### src/rtl/uart_pkg.sv
// Shared UART constants: default frame geometry and receiver/transmitter state codes.
package uart_pkg;

    localparam int DATA_BITS_DEF  = 8;
    localparam int SB_TICK_DEF    = 16;
    localparam int OVERSAMPLE_DEF = 16;

    localparam logic [1:0] ST_IDLE  = 2'd0;
    localparam logic [1:0] ST_START = 2'd1;
    localparam logic [1:0] ST_DATA  = 2'd2;
    localparam logic [1:0] ST_STOP  = 2'd3;

    typedef enum logic [1:0] {
        EV_NONE      = 2'd0,
        EV_DONE      = 2'd1,
        EV_FRAME_ERR = 2'd2
    } uart_event_e;

    function automatic int imax(input int a, input int b);
        return (a > b) ? a : b;
    endfunction

    // Counter width that stays legal (>=1) even for degenerate parameter values.
    function automatic int cnt_width(input int range_val);
        return (range_val > 2) ? $clog2(range_val) : 1;
    endfunction

endpackage

### src/rtl/rx_sync.sv
// Two-flop synchronizer with a parameterized reset level (idle level of the line).
module rx_sync #(
    parameter logic RST_VAL = 1'b1
) (
    input  logic i_clk,
    input  logic i_reset,
    input  logic i_d,
    output logic o_q
);
    logic r_meta;
    logic r_q;

    always_ff @(posedge i_clk) begin
        if (i_reset) begin
            r_meta <= RST_VAL;
            r_q    <= RST_VAL;
        end else begin
            r_meta <= i_d;
            r_q    <= r_meta;
        end
    end

    assign o_q = r_q;
endmodule

### src/rtl/uart_rx_framer.sv
// Oversampling UART receiver: start-bit qualification, LSB-first data capture, stop-bit check.
module uart_rx_framer
    import uart_pkg::*;
#(
    parameter int DATA_BITS  = DATA_BITS_DEF,
    parameter int SB_TICK    = SB_TICK_DEF,
    parameter int OVERSAMPLE = OVERSAMPLE_DEF
) (
    input  logic                 i_clk,
    input  logic                 i_reset,
    input  logic                 i_rx,
    input  logic                 i_tick,
    output logic                 o_rx_done,
    output logic [DATA_BITS-1:0] o_data,
    output logic                 o_frame_err
);
    localparam int S_W = cnt_width(imax(OVERSAMPLE, SB_TICK));
    localparam int N_W = cnt_width(DATA_BITS);

    localparam logic [S_W-1:0] S_HALF = S_W'(OVERSAMPLE / 2 - 1);
    localparam logic [S_W-1:0] S_BIT  = S_W'(OVERSAMPLE - 1);
    localparam logic [S_W-1:0] S_STOP = S_W'(SB_TICK - 1);
    localparam logic [N_W-1:0] N_LAST = N_W'(DATA_BITS - 1);

    logic                 w_rx_s;
    logic [1:0]           r_state;
    logic [S_W-1:0]       r_s;
    logic [N_W-1:0]       r_n;
    logic [DATA_BITS-1:0] r_b;
    logic [DATA_BITS-1:0] r_data;
    logic                 r_rx_done;
    logic                 r_frame_err;

    rx_sync #(.RST_VAL(1'b1)) u_rx_sync (
        .i_clk   (i_clk),
        .i_reset (i_reset),
        .i_d     (i_rx),
        .o_q     (w_rx_s)
    );

    always_ff @(posedge i_clk) begin
        if (i_reset) begin
            r_state     <= ST_IDLE;
            r_s         <= '0;
            r_n         <= '0;
            r_b         <= '0;
            r_data      <= '0;
            r_rx_done   <= 1'b0;
            r_frame_err <= 1'b0;
        end else begin
            r_rx_done   <= 1'b0;
            r_frame_err <= 1'b0;
            case (r_state)
                ST_IDLE: begin
                    // Start detection is not tick-gated so a start right after STOP is caught.
                    if (!w_rx_s) begin
                        r_state <= ST_START;
                        r_s     <= '0;
                    end
                end
                ST_START: begin
                    if (i_tick) begin
                        if (r_s == S_HALF) begin
                            if (!w_rx_s) begin
                                r_state <= ST_DATA;
                                r_s     <= '0;
                                r_n     <= '0;
                            end else begin
                                r_state <= ST_IDLE;
                            end
                        end else begin
                            r_s <= r_s + S_W'(1);
                        end
                    end
                end
                ST_DATA: begin
                    if (i_tick) begin
                        if (r_s == S_BIT) begin
                            r_b <= {w_rx_s, r_b[DATA_BITS-1:1]};
                            r_s <= '0;
                            if (r_n == N_LAST) begin
                                r_state <= ST_STOP;
                            end else begin
                                r_n <= r_n + N_W'(1);
                            end
                        end else begin
                            r_s <= r_s + S_W'(1);
                        end
                    end
                end
                ST_STOP: begin
                    if (i_tick) begin
                        if (r_s == S_STOP) begin
                            r_state <= ST_IDLE;
                            if (w_rx_s) begin
                                r_data    <= r_b;
                                r_rx_done <= 1'b1;
                            end else begin
                                r_frame_err <= 1'b1;
                            end
                        end else begin
                            r_s <= r_s + S_W'(1);
                        end
                    end
                end
                default: r_state <= ST_IDLE;
            endcase
        end
    end

    assign o_rx_done   = r_rx_done;
    assign o_frame_err = r_frame_err;
    assign o_data      = r_data;
endmodule

### config.mk
export PLATFORM = sky130hd
export DESIGN_NAME = uart_rx_framer
export DESIGN_NICKNAME = d
export VERILOG_FILES = /design/src/rtl/uart_pkg.sv /design/src/rtl/rx_sync.sv /design/src/rtl/uart_rx_framer.sv
export SDC_FILE = /design/constraint.sdc
export NUM_CORES = 1
export LEC_CHECK = 0
export CAP_MARGIN = 20
export CORE_MARGIN = 4
export CORE_UTILIZATION = 45
export DETAILED_ROUTE_END_ITERATION = 8
export PLACE_DENSITY = 0.74
export SETUP_SLACK_MARGIN = 0.15
export SYNTH_ARGS = -nofsm -noshare
export SYNTH_HDL_FRONTEND = slang
export SYNTH_SLANG_ARGS = --single-unit
export TNS_END_PERCENT = 10
### constraint.sdc
create_clock -name i_clk -period 2.25 [get_ports i_clk]
set_clock_uncertainty 0.15 [all_clocks]
set_input_delay 0.45 -clock i_clk [delete_from_list [all_inputs] [get_ports i_clk]]
set_output_delay 0.45 -clock i_clk [all_outputs]
set_load 0.03 [all_outputs]
==> results by group, run 1 <==
Pwr
  • VDD IR-drop max: between 0.4 and 0.5 mV
  • PD cells: 663 nW/um2
  • LEAKAGE: between 0.4 and 0.5 nW

Logic synthesis
  • Top-area cell type share of the netlist area: a little under half
  • Synth warnings: 0
  • Syn nets: 141
  • Yosys cell types: 34
  • Post-Syn Area: 1270 um2
  • Synth Instances: between 100 and 150
  • Synth area leader: dfxtp_1
  • Area contributors post-synth: dfxtp_1 (46%), mux2i_1 (15%), nor2_1 (6.8%)
  • Seq/Total Area, Yosys: 45.8%
  • Mapped Avg Cell Area: 9.46 um2
  • Seq cells post-synth: 29

Finish
  • NumNets Final: approximately 160
  • Most frequent cells in the layout: dfxtp_1 (29), nor2_1 (23), mux2i_1 (19)
  • Commonest non-fill, non-tap cell in the layout: dfxtp_1
  • Final Cell Area: ~1500 um2
  • Fraction of layout cells with a size suffix above 1: between 10% and 20%
  • Number of antenna diodes: 0
  • P&R area growth vs syn: 18.0%
  • Post-layout util: between 50% and 60%
  • Fillcell total: 224

Clock network
  • Clock net sink count: 29
  • Latest clock arrival within the worst-skew pair: about 0.32 ns
  • H-tree levels: 2
  • Post-CTS setup buffers: 0
  • CTS tree: built
  • Post-CTS Hold Buffers: 0
  • Num CTS Buffers: 5
  • Root Driver: clkbuf_4
  • CTS resizes: 0
  • Clock-pin slew on the worst setup and hold paths: roughly 0.09 ns
  • Max Buffers Root-to-Sink: 2

Routing
  • Vias per Instance: about 5.4
  • ANT nets after route: 0
  • DR iter-0 viols: 46
  • WL per Instance: 13.1 um
  • Final wirelength: around 2300 um
  • Vias: 960
  • Drt pass-1 iters: 4
  • DR DRC count: 0

Global route
  • Initial antenna violation count: 0
  • GRT Total Usage: ~15%
  • Gr ovfl total: 0
  • Number of global-route vias before repair: about 940
  • Largest net degree at the start of global routing: 18
  • First-pass GRT wire length: between 4000 and 5000 um

STA
  • Tmin final: around 2.0 ns
  • Final setup vio count: 0
  • RSZ-0062 raised after global routing: false
  • Post-Route Setup TNS: 0 ns
  • Period utilisation layout: between 80% and 90%
  • Rel. slew slack: 62.3%
  • Final worst-path setup slack: ~0.29 ns
  • Min Hold Slack: 0.265 ns
  • Hold Vio Cnt, Final: 0
  • Max Slew Vio Count: 0
  • Fmax: around 510 MHz
  • Worst-Margin Slew: between 0.5 and 0.6 ns

Setup path
  • Reg2Reg Setup Slack: 0.40 ns
  • Reg-to-Reg End: r_b[2]
  • Reg2Reg Depth: 6
  • CP max stage cell: clkdlybuf4s50_1
  • WS Path Type: flip-flop to output pin
  • CP Capture Point: o_data[7]
  • Buffers & Inverters on Critical Path: 1
  • Critical Path Stages: 1
  • Worst-path fanout max: 2
  • CP top delay family: buffers and inverters
  • Crit-path cells: clkdlybuf4s50_1
  • Startpoint types: flip-flop
  • Reg2reg start: r_s[0]
  • CP startpoint: o_data[7]
  • Worst endpoint required time: roughly 1.7 ns
  • Worst path arrival time: about 1.4 ns
  • Worst path max stage delay: 0.68 ns
  • CP Capture Type: output pin

Placement
  • Post-DP HPWL: between 1500 and 2000 um
  • DP Area: 1410 um2
  • Setup slack at placement: roughly 0.11 ns
  • Gpl congestion: between 0.8 and 0.9
  • Buffers on Ports: 13

Floorplanning
  • Core area: 2590 um2
  • Die Y: around 61 um
  • Io pins: 14
  • Area of the die: ~3700 um2
  • Die Width: between 60 and 70 um
  • Initial core utilization: between 40% and 50%
  • Cell Rows: 18

Outcome
  • Status: complete, no violations

Min path
  • Min-Delay Path Class: flip-flop to flip-flop

Flow run
  • Max-Cap Viols: 0
-- registers in the layout, indices dropped and copies added (netlist names), named ones only --
register	cells
r_n	3
r_b	8
r_state	1
r_s	4
u_rx_sync.r_meta	1
o_data	8
o_rx_done	1
o_frame_err	1
u_rx_sync.o_q	1
-- layer usage --
layer / global-route usage [%] / vias to the layer above / part of all wire, %
met3: 6.71 / 6 / 5.9
met5: 0 / - / 0
met4: 8.67 / 0 / 2.5
met1: 17.7 / 443 / 48
met2: 23.7 / 21 / 44
li1: - / 490 / -
-- final cells by class --
class                      count  area [um2]  area share [%]
multi-input combinational     94         632            42.3
tap                           30        37.5            2.51
inverter                       2        7.51           0.502
sequential                    29         581            38.8
clock buffer                   7        55.1            3.68
clock inverter                 1        30.0            2.01
timing repair buffer          16         153            10.2
-- cell usage after synthesis --
cell	instances
a22oi_1	1
or3_1	1
xnor2_1	2
nand4_1	1
nand3_2	1
inv_1	2
mux2_2	1
nand3b_1	1
clkbuf_1	4
ha_1	3
a32oi_1	1
a31oi_1	1
buf_2	2
a21oi_2	1
nor2_1	23
mux2i_1	19
dfxtp_1	29
nand4b_1	1
a21oi_1	2
nor2_4	1
o311a_1	1
nor3_1	3
nand2_1	8
nand3_1	2
nand2b_1	6
or2_2	2
o21ai_0	5
o21bai_1	2
buf_4	3
o32ai_1	1
a211oi_1	1
nor3b_1	1
and3_1	1
nand4_2	1
-- kinds of logic after synthesis --
| group | after synthesis | share of synthesized area (%) |
|---|---|---|
| AOI/OAI and AO/OA | 16 | 8.49 |
| xor gates and xnor gates | 2 | 1.38 |
| and+or+nand+nor | 53 | 21.1 |
| adders and majority gates | 3 | 2.96 |
| DFF | 29 | 45.8 |
| buffers and inverters | 11 | 4.34 |
| muxes | 20 | 15.9 |
-- through the flow --
stage,power (mW),instances
floorplan,0.550,134
global placement,0.562,171
detailed placement,0.563,171
CTS,1.01,179
global route,1.04,179
finish,0.992,179
-- worst min path at each step --
stage                           from            end  slack, ns  depth (start not counted)
floorplan           u_rx_sync.r_meta  u_rx_sync.o_q       0.24                          1
global route        u_rx_sync.r_meta  u_rx_sync.o_q       0.28                          1
CTS                 u_rx_sync.r_meta  u_rx_sync.o_q       0.26                          1
detailed placement  u_rx_sync.r_meta  u_rx_sync.o_q       0.24                          1
global placement    u_rx_sync.r_meta  u_rx_sync.o_q       0.25                          1
finish              u_rx_sync.r_meta  u_rx_sync.o_q       0.27                          1
-- where the power goes --
part	switching [mW]	internal, mW	total [mW]	leakage, nW
Clock	0.175	0.265	0.440	0.0455
Sequential	0.00599	0.516	0.522	0.234
Combinational	0.0157	0.0140	0.0297	0.215
No activity file was read; power rests on OpenSTA's default activity.
==> run 2: changes to the inputs <==
Settings changed: ABC_CLOCK_PERIOD_IN_PS set to 2250, CORE_UTILIZATION 45 to 40, PLACE_DENSITY 0.74 to 0.68.
==> run 2 against run 1 <==
Die area up 11%. Utilization down 8.2 points. Via count down 0.42%. Largest cell class unchanged. Largest power group unchanged.
==> results by group, run 2 (same netlist as run 1, synthesis figures left out) <==
Finish
  • NumNets Final: 155 (unchanged)
  • Most frequent cells in the layout: dfxtp_1 (29), nor2_1 (23), mux2i_1 (19)
  • Commonest non-fill, non-tap cell in the layout: dfxtp_1
  • Fillcell total: 302 (+35%)
  • P&R area growth vs syn: 19.3%
  • Reg area: 581 um2 (unchanged)
  • Multi-input gate area: 632 um2 (unchanged)
  • Post-Layout Cell Count: 193 (+7.8%)
  • Fraction of layout cells with a size suffix above 1: 11.4% (unchanged)
  • Number of antenna diodes: 0 (unchanged)

Routing
  • Vias: 956 (-0.42%)
  • Drt pass-1 iters: 2 (-2)
  • WL per Instance: 12.0 um (-8.8%)
  • Metal3 WL: 114 um (-18%)
  • Final wirelength: 2310 um (-1.7%)
  • Metal2 WL: 1000 um (-2.4%)
  • ANT nets after route: 0 (unchanged)
  • DR DRC count: 0 (unchanged)
  • DR iter-0 viols: 75 (+63%)
  • Vias per Instance: 4.95 (-7.6%)
  • WL met1: 1130 um (+1.1%)
  • Max Used Layer: met4

Flow run
  • Max-Cap Viols: 0 (unchanged)

Setup path
  • Reg2Reg Setup Slack: 0.45 ns (+0.05 ns)
  • Reg-to-Reg End: r_b[1]
  • Worst-path fanout max: 2 (unchanged)
  • CP startpoint: o_data[5]
  • CP Capture Type: output pin
  • Crit-path cells: clkdlybuf4s50_1
  • Reg2Reg Depth: 6 (unchanged)
  • CP top delay family: buffers and inverters
  • Startpoint types: flip-flop
  • WS Path Type: flip-flop to output pin
  • Worst endpoint required time: 1.65 ns (about the same)
  • Reg2reg start: r_s[0]
  • Worst path arrival time: 1.36 ns (about the same)
  • CP Capture Point: o_data[5]
  • CP max stage cell: clkdlybuf4s50_1
  • Buffers & Inverters on Critical Path: 1 (unchanged)
  • Worst path max stage delay: 0.68 ns (about the same)
  • Critical Path Stages: 1 (unchanged)

Floorplanning
  • Io pins: 14 (unchanged)
  • Die Y: 64.3 um (+5.3%)
  • Initial core utilization: 41.5% (-7.4 points)
  • Cell Rows: 20 (+2)
  • Core area: 3050 um2 (+18%)
  • Area of the die: 4130 um2 (+11%)
  • Die Width: 64.3 um (+5.3%)

Pwr
  • PD cells: 654 nW/um2 (-1.4%)
  • VDD IR-drop max: 0.468 mV (-4.5%)
  • LEAKAGE: 0.495 nW (unchanged)

STA
  • Rel. slew slack: 73.1% (+11 points)
  • Worst-Margin Slew: 0.403 ns (-0.161 ns)
  • Period utilisation layout: 87.1% (-0.20 points)
  • Final setup vio count: 0 (unchanged)
  • RSZ-0062 raised after global routing: false
  • Hold Vio Cnt, Final: 0 (unchanged)
  • Post-Route Setup TNS: 0 ns (unchanged)
  • Max Slew Vio Count: 0 (unchanged)
  • Tmin final: 1.96 ns (-0.00457 ns)
  • Fmax: 510 MHz (+0.23%)

Clock network
  • Clock net sink count: 29 (unchanged)
  • Clock-pin slew on the worst setup and hold paths: 0.09 ns (about the same)
  • Latest clock arrival within the worst-skew pair: 0.32 ns (about the same)
  • Num CTS Buffers: 5 (unchanged)
  • Root Driver: clkbuf_4
  • Max Buffers Root-to-Sink: 2 (unchanged)
  • CTS tree: built
  • Post-CTS setup buffers: 0 (unchanged)
  • H-tree levels: 2 (unchanged)
  • Post-CTS Hold Buffers: 0 (unchanged)
  • CTS resizes: 0 (unchanged)

Global route
  • GRT Total Usage: 13.1% (-2.2 points)
  • Initial antenna violation count: 0 (unchanged)
  • Gr ovfl total: 0 (unchanged)
  • Number of global-route vias before repair: 941 (+0.53%)
  • Largest net degree at the start of global routing: 15 (-3)
  • First-pass GRT wire length: 4220 um (+2.5%)

Placement
  • Cells after DPL: 185 (+8.2%)
  • Buffers on Ports: 13 (unchanged)
  • Post-DP HPWL: 1580 um (+0.77%)
  • Gpl congestion: 0.874 (+4.8%)

Outcome
  • Status: complete, no violations

Min path
  • Min-Delay Path Class: flip-flop to flip-flop
## run 2: cell counts in the layout (fill, tap and decap cells not counted)
No cell type changed its count.
## run 2: area by class of cell
type                            count  area share, %
Clock buffer                        7           3.64
Sequential cell                    29           38.4
Inverter                            2          0.496
Timing Repair Buffer               16           10.1
Multi-Input combinational cell     94           41.8
Clock inverter                      1           1.99
Tap cell                           44           3.64
## run 2: per-layer routing
layer	global-route usage, %	vias to the layer above
met3	5.45	7
met1	15.9	442
met5	0	-
li1	-	489
met2	19.8	18
met4	6.60	0
## run 2: power by group
part / total (mW) / internal (mW) / switching (mW)
Combinational: 0.0290 / 0.0140 / 0.0150
Sequential: 0.522 / 0.516 / 0.00592
Clock: 0.438 / 0.265 / 0.173
Total: 0.989 / 0.795 / 0.194
## run 2: worst min path at each step
| stage | cells past startpoint | endpoint | start |
|---|---|---|---|
| 4_1_cts | 1 | u_rx_sync.o_q | u_rx_sync.r_meta |
| 3_3_place_gp | 1 | u_rx_sync.o_q | u_rx_sync.r_meta |
| 5_1_grt | 1 | u_rx_sync.o_q | u_rx_sync.r_meta |
| 2_1_floorplan | 1 | u_rx_sync.o_q | u_rx_sync.r_meta |
| 6_report | 1 | u_rx_sync.o_q | u_rx_sync.r_meta |
| 3_5_place_dp | 1 | u_rx_sync.o_q | u_rx_sync.r_meta |
## run 2: metrics by stage
step	util (%)	instance area, um2	total power, mW	hold WS (ns)	worst slack (ns)
2_1_floorplan	-	1270	0.550	0.239	0.605
3_3_place_gp	46.8	1430	0.562	0.246	0.108
3_5_place_dp	46.8	1430	0.563	0.253	0.0802
4_1_cts	49.5	1510	1.00	0.274	0.271
5_1_grt	49.5	1510	1.03	0.285	0.223
6_report	49.5	1510	0.989	0.273	0.290
